### config.mk
export PLATFORM = sky130hd
export DESIGN_NAME = regfile_wr_sched
export DESIGN_NICKNAME = d
export VERILOG_FILES = /design/src/rtl/regfile_wr_sched.sv
export SDC_FILE = /design/constraint.sdc
export NUM_CORES = 1
export LEC_CHECK = 0
export ABC_AREA = 1
export CORE_MARGIN = 5
export CORE_UTILIZATION = 56
export DETAILED_ROUTE_END_ITERATION = 16
export DONT_BUFFER_PORTS = 1
export PLACE_DENSITY = 0.83
export SKIP_CTS_REPAIR_TIMING = 1
export SYNTH_ARGS = -nofsm -noshare
export SYNTH_HDL_FRONTEND = slang
export SYNTH_SLANG_ARGS = --single-unit
### constraint.sdc
create_clock -name clock -period 2.05 [get_ports clock]
set_clock_uncertainty 0.05 [all_clocks]
set_input_delay 0.1025 -clock clock [delete_from_list [all_inputs] [get_ports clock]]
set_output_delay 0.1025 -clock clock [all_outputs]
set_load 0.01 [all_outputs]
### src/rtl/regfile_wr_sched.sv
// Write-port scheduler for the 32x32 register file.
// Zeroes every register after reset, then round-robins two write requesters.
module regfile_wr_sched #(
  parameter int DATA_W        = 32,
  parameter int ADDR_W        = 5,
  parameter int NUM_REGS      = 32,
  parameter bit INIT_ON_RESET = 1'b1
) (
  input  logic              clock,
  input  logic              reset,
  input  logic              req0_valid,
  input  logic [ADDR_W-1:0] req0_addr,
  input  logic [DATA_W-1:0] req0_data,
  output logic              req0_ready,
  input  logic              req1_valid,
  input  logic [ADDR_W-1:0] req1_addr,
  input  logic [DATA_W-1:0] req1_data,
  output logic              req1_ready,
  output logic              Enable,
  output logic [ADDR_W-1:0] wa3,
  output logic [DATA_W-1:0] Writein,
  output logic              init_busy
);

  typedef enum logic {
    S_INIT,
    S_RUN
  } state_t;

  localparam int CW = ADDR_W + 1;
  localparam logic [CW-1:0] LAST = CW'(NUM_REGS - 1);
  localparam state_t RST_ST = INIT_ON_RESET ? S_INIT : S_RUN;

  state_t            state_q, state_d;
  logic [CW-1:0]     cnt_q, cnt_d;
  logic              last_q, last_d;
  logic              en_q, en_d;
  logic [ADDR_W-1:0] wa_q, wa_d;
  logic [DATA_W-1:0] wd_q, wd_d;

  logic              run;
  logic              gnt0, gnt1;
  logic              xfer0, xfer1;
  logic [ADDR_W-1:0] sel_addr;
  logic [DATA_W-1:0] sel_data;

  // Contended cycles go to whoever was not served last.
  always_comb begin
    run   = (state_q == S_RUN) && !reset;
    gnt0  = req0_valid && (!req1_valid || last_q);
    gnt1  = req1_valid && (!req0_valid || !last_q);
    req0_ready = run && gnt0;
    req1_ready = run && gnt1;
    xfer0 = req0_valid && req0_ready;
    xfer1 = req1_valid && req1_ready;
    sel_addr = xfer1 ? req1_addr : req0_addr;
    sel_data = xfer1 ? req1_data : req0_data;
  end

  always_comb begin
    state_d = state_q;
    cnt_d   = cnt_q;
    last_d  = last_q;
    en_d    = 1'b0;
    wa_d    = wa_q;
    wd_d    = wd_q;
    case (state_q)
      S_INIT: begin
        en_d  = 1'b1;
        wa_d  = cnt_q[ADDR_W-1:0];
        wd_d  = '0;
        cnt_d = cnt_q + 1'b1;
        if (cnt_q == LAST) state_d = S_RUN;
      end
      S_RUN: begin
        if (xfer0 || xfer1) begin
          last_d = xfer1;
          wa_d   = sel_addr;
          wd_d   = sel_data;
          // Register 0 is hardwired; accept the write but never strobe it.
          en_d   = (sel_addr != '0);
        end
      end
    endcase
  end

  always_ff @(posedge clock or posedge reset) begin
    if (reset) begin
      state_q <= RST_ST;
      cnt_q   <= '0;
      last_q  <= 1'b1;
      en_q    <= 1'b0;
      wa_q    <= '0;
      wd_q    <= '0;
    end else begin
      state_q <= state_d;
      cnt_q   <= cnt_d;
      last_q  <= last_d;
      en_q    <= en_d;
      wa_q    <= wa_d;
      wd_q    <= wd_d;
    end
  end

  assign Enable    = en_q;
  assign wa3       = wa_q;
  assign Writein   = wd_q;
  assign init_busy = (state_q == S_INIT);

endmodule
==> results.md <==
* Hold slack final at -28.0 ps
* Kind of cell with the highest combined delay on the critical path: buffers and inverters
* Library cell with the largest summed area after synthesis: sky130_fd_sc_hd__dfrtp_1
* Vias at 2032
* CTS max path bufs at 2
* Detail-routed net length per standard cell at 17.7 um
* Reg2reg end: Writein[21]$_DFFE_PP0P_
* Depth of the worst hold-timing path at 2
* Remaining routing DRC violations at 0
* Mapped cell area at 0.00216 sq mm
* Drt initial violations at 169
* I/O pin count at 119
* H-tree levels at 2
* Highest ir drop seen on vdd at 0.545 mV
* Number of I/O port buffers at 0
* Worst Path Arrival at 1990 ps
* TritonCTS clock tree: done
* Clock buffers created by TritonCTS at 5
* Aggregate global-route resource usage at 20.4%
* Routability Congestion at 0.812
* Peak fanout along the critical path at 38
* Standby leakage power at 1.30 nW
* Die Span Y at 72.1 um
* Pin count of the biggest net entering global routing at 47
* Proportion of synthesized chip area in sequential cells at 53.3%
* GRT Residual Overflow at 0
* Path type of the worst setup path: register to register
* Floorplan die width at 72.1 um
* Result of the run: complete, but fails checks
* Startpoint type of the worst setup path: register
* Unique masters post-synth at 24
* Number of clock sinks at 46
* Worst-skew pair later-pin latency at 290 ps
* Number of flip-flops and latches in the synthesized netlist at 46
* Cell count after placement at 302
* Worst endpoint required time at 2200 ps
* Synthesized netlist net count at 342
* Final setup margin at 207 ps
* Non-filler instance count after layout at 363
* Total Die Area at 0.00520 sq mm
* Core Box Area at 0.00369 sq mm
* Worst hold path class: input pin to register
* Area contributors post-synth: sky130_fd_sc_hd__dfrtp_1, sky130_fd_sc_hd__nand2_1, sky130_fd_sc_hd__o21ai_1
* Fraction of synthesis flops using an asynchronous set or reset pin at 100%
* Hold worst-path end: Writein[28]$_DFFE_PP0P_
* Detailed Place HPWL at 3820 um
* Final routed wirelength across all metal layers at 6440 um
* Slowest cell delay on critical path at 460 ps
* Share of the clock period used by the worst path at 89.9%
* Clock transition at path regs at 70 ps
* Ordered list of cells on the worst path: inv_2, nor2_4, o21ai_2, inv_2, o21ai_0, o21ai_0
* Setup TNS Final at 0 ps
* Critical Path Sink Type: register
* Post-synthesis instance total at 263
* Unrepaired setup endpoints after global routing: false
* Drt pass-1 iters at 4
* Ys Warns at 0
* Number of placement rows at 22
* Number of hold-slack violations in the final timing report at 7
* Count of pins over their slew limit at 0
* Layout cells sized above 1 at 6.67%
* Buffers and inverters on the worst path at 2
* Worst Min Path Start: req0_data[28]
* Number of nets in the final layout at 393
* Violations in the final reports: hold timing
* Worst Reg-to-Reg Cells at 6
* CTS Root Buffer Type: sky130_fd_sc_hd__clkbuf_8
* Post-layout total power at 2.02 mW
* Post-Place Setup Slack at 273 ps
* Post-route minimum period at 1840 ps
* ANT nets after route at 0
* Actual transition at the worst max-transition pin at 628 ps
* Top_reg_cell synth: sky130_fd_sc_hd__dfrtp_1
* Number of enable-type register cells in the synthesized netlist at 0
* Power per cell area at 720 mW/mm^2
* FF-to-FF setup slack at 210 ps
* Number of global-route vias before repair at 1632
* Syn avg cell area at 8.22 sq um
* CP Depth at 6
* Slowest CP cell: sky130_fd_sc_hd__dfrtp_1
* Most frequent cells after synthesis: sky130_fd_sc_hd__nand2_1, sky130_fd_sc_hd__dfrtp_1, sky130_fd_sc_hd__o21ai_1
* Antenna diode count at 0
* Portion of synthesized cell area occupied by the leading cell type at 52.1%
* Average vias per placed instance at 5.60
* Achievable frequency at 542 MHz
* Core occupancy in the finished layout at 76.0%
* Initial core utilization at 58.6%
* Layout Area Growth over Synthesis at 29.6%
* Worst rel slew slack at 58.1%
* First-pass GRT wire length at 8140 um
* Cell with the most instances after synthesis: sky130_fd_sc_hd__nand2_1
* Antenna violations before repair at 0
* Setup violation total in the final timing report at 0
* Source of the worst register-to-register timing path: state_q$_DFF_PP0_
* Number of max-capacitance violations reported at 0
==> cell usage in the layout, fill, tap and decap left out, types with 2 or more instances in the layout <==
cell,instances
sky130_fd_sc_hd__nand2_1,70
sky130_fd_sc_hd__dfrtp_1,45
sky130_fd_sc_hd__o21ai_0,24
sky130_fd_sc_hd__inv_2,3
sky130_fd_sc_hd__inv_1,5
sky130_fd_sc_hd__nor2_4,2
sky130_fd_sc_hd__a22oi_1,2
sky130_fd_sc_hd__buf_4,5
sky130_fd_sc_hd__xor2_1,4
sky130_fd_sc_hd__o21ai_1,42
sky130_fd_sc_hd__clkbuf_8,6
sky130_fd_sc_hd__dlygate4sd3_1,53
sky130_fd_sc_hd__nor2_1,37
sky130_fd_sc_hd__nand3_1,6
==> how the worst max path moves through the flow <==
stage,start,end,slack (ps)
6_report,state_q$_DFF_PP0_,Writein[21]$_DFFE_PP0P_,210
5_1_grt,state_q$_DFF_PP0_,Writein[20]$_DFFE_PP0P_,40
4_1_cts,state_q$_DFF_PP0_,Writein[21]$_DFFE_PP0P_,250
3_5_place_dp,state_q$_DFF_PP0_,Writein[21]$_DFFE_PP0P_,270
3_3_place_gp,state_q$_DFF_PP0_,Writein[8]$_DFFE_PP0P_,370
2_1_floorplan,reset,Writein[10]$_DFFE_PP0P_,360
==> kinds of logic (layout without fill, tap and decap cells) <==
group | after synthesis | in the layout | synth area share [%]
compound gates | 71 | 71 | 17.0
xor+xnor | 5 | 5 | 2.03
fa+ha+maj | 1 | 1 | 0.579
buf+inv | 23 | 75 | 5.38
flops | 46 | 46 | 53.3
simple gates | 117 | 117 | 21.8
==> sequential cells by signal, indices dropped and copies added, names as in the netlist <==
name,cells
Writein,32
cnt_q,6
wa3,5
Enable,1
last_q,1
state_q,1
==> through the flow <==
| stage | hold slack [ps] | cell area (sq um) |
|---|---|---|
| 2_1_floorplan | 73.2 | 2170 |
| 3_3_place_gp | 141 | 2180 |
| 3_5_place_dp | 142 | 2180 |
| 4_1_cts | -179 | 2270 |
| 5_1_grt | 6.92 | 2800 |
| 6_report | -28.0 | 2800 |
==> area by class of cell <==
| class | count | area, sq um |
|---|---|---|
| Inverter | 9 | 37.5 |
| Clock inverter | 1 | 5.00 |
| Sequential cell | 46 | 1150 |
| Clock buffer | 7 | 86.3 |
| Tap cell | 48 | 60.1 |
| Fill cell | 257 | 886 |
| Multi-Input combinational cell | 194 | 893 |
| Timing Repair Buffer | 58 | 568 |
==> report_power, final <==
group / switching, mW / internal [mW] / total, mW / leakage [nW]
Combinational: 0.180 / 0.148 / 0.327 / 0.689
Clock: 0.272 / 0.272 / 0.544 / 0.0482
Sequential: 0.132 / 1.02 / 1.15 / 0.561
Total: 0.584 / 1.43 / 2.02 / 1.30
==> routing by layer <==
layer	vias to the layer above	share of wire, %	GRT usage, %
met4	0	3.4	6.26
met5	-	0	0
li1	958	-	-
met2	98	51	33.3
met3	20	8.2	7.62
met1	956	37	25.1
Note: power is estimated with default switching activity, not from simulation.
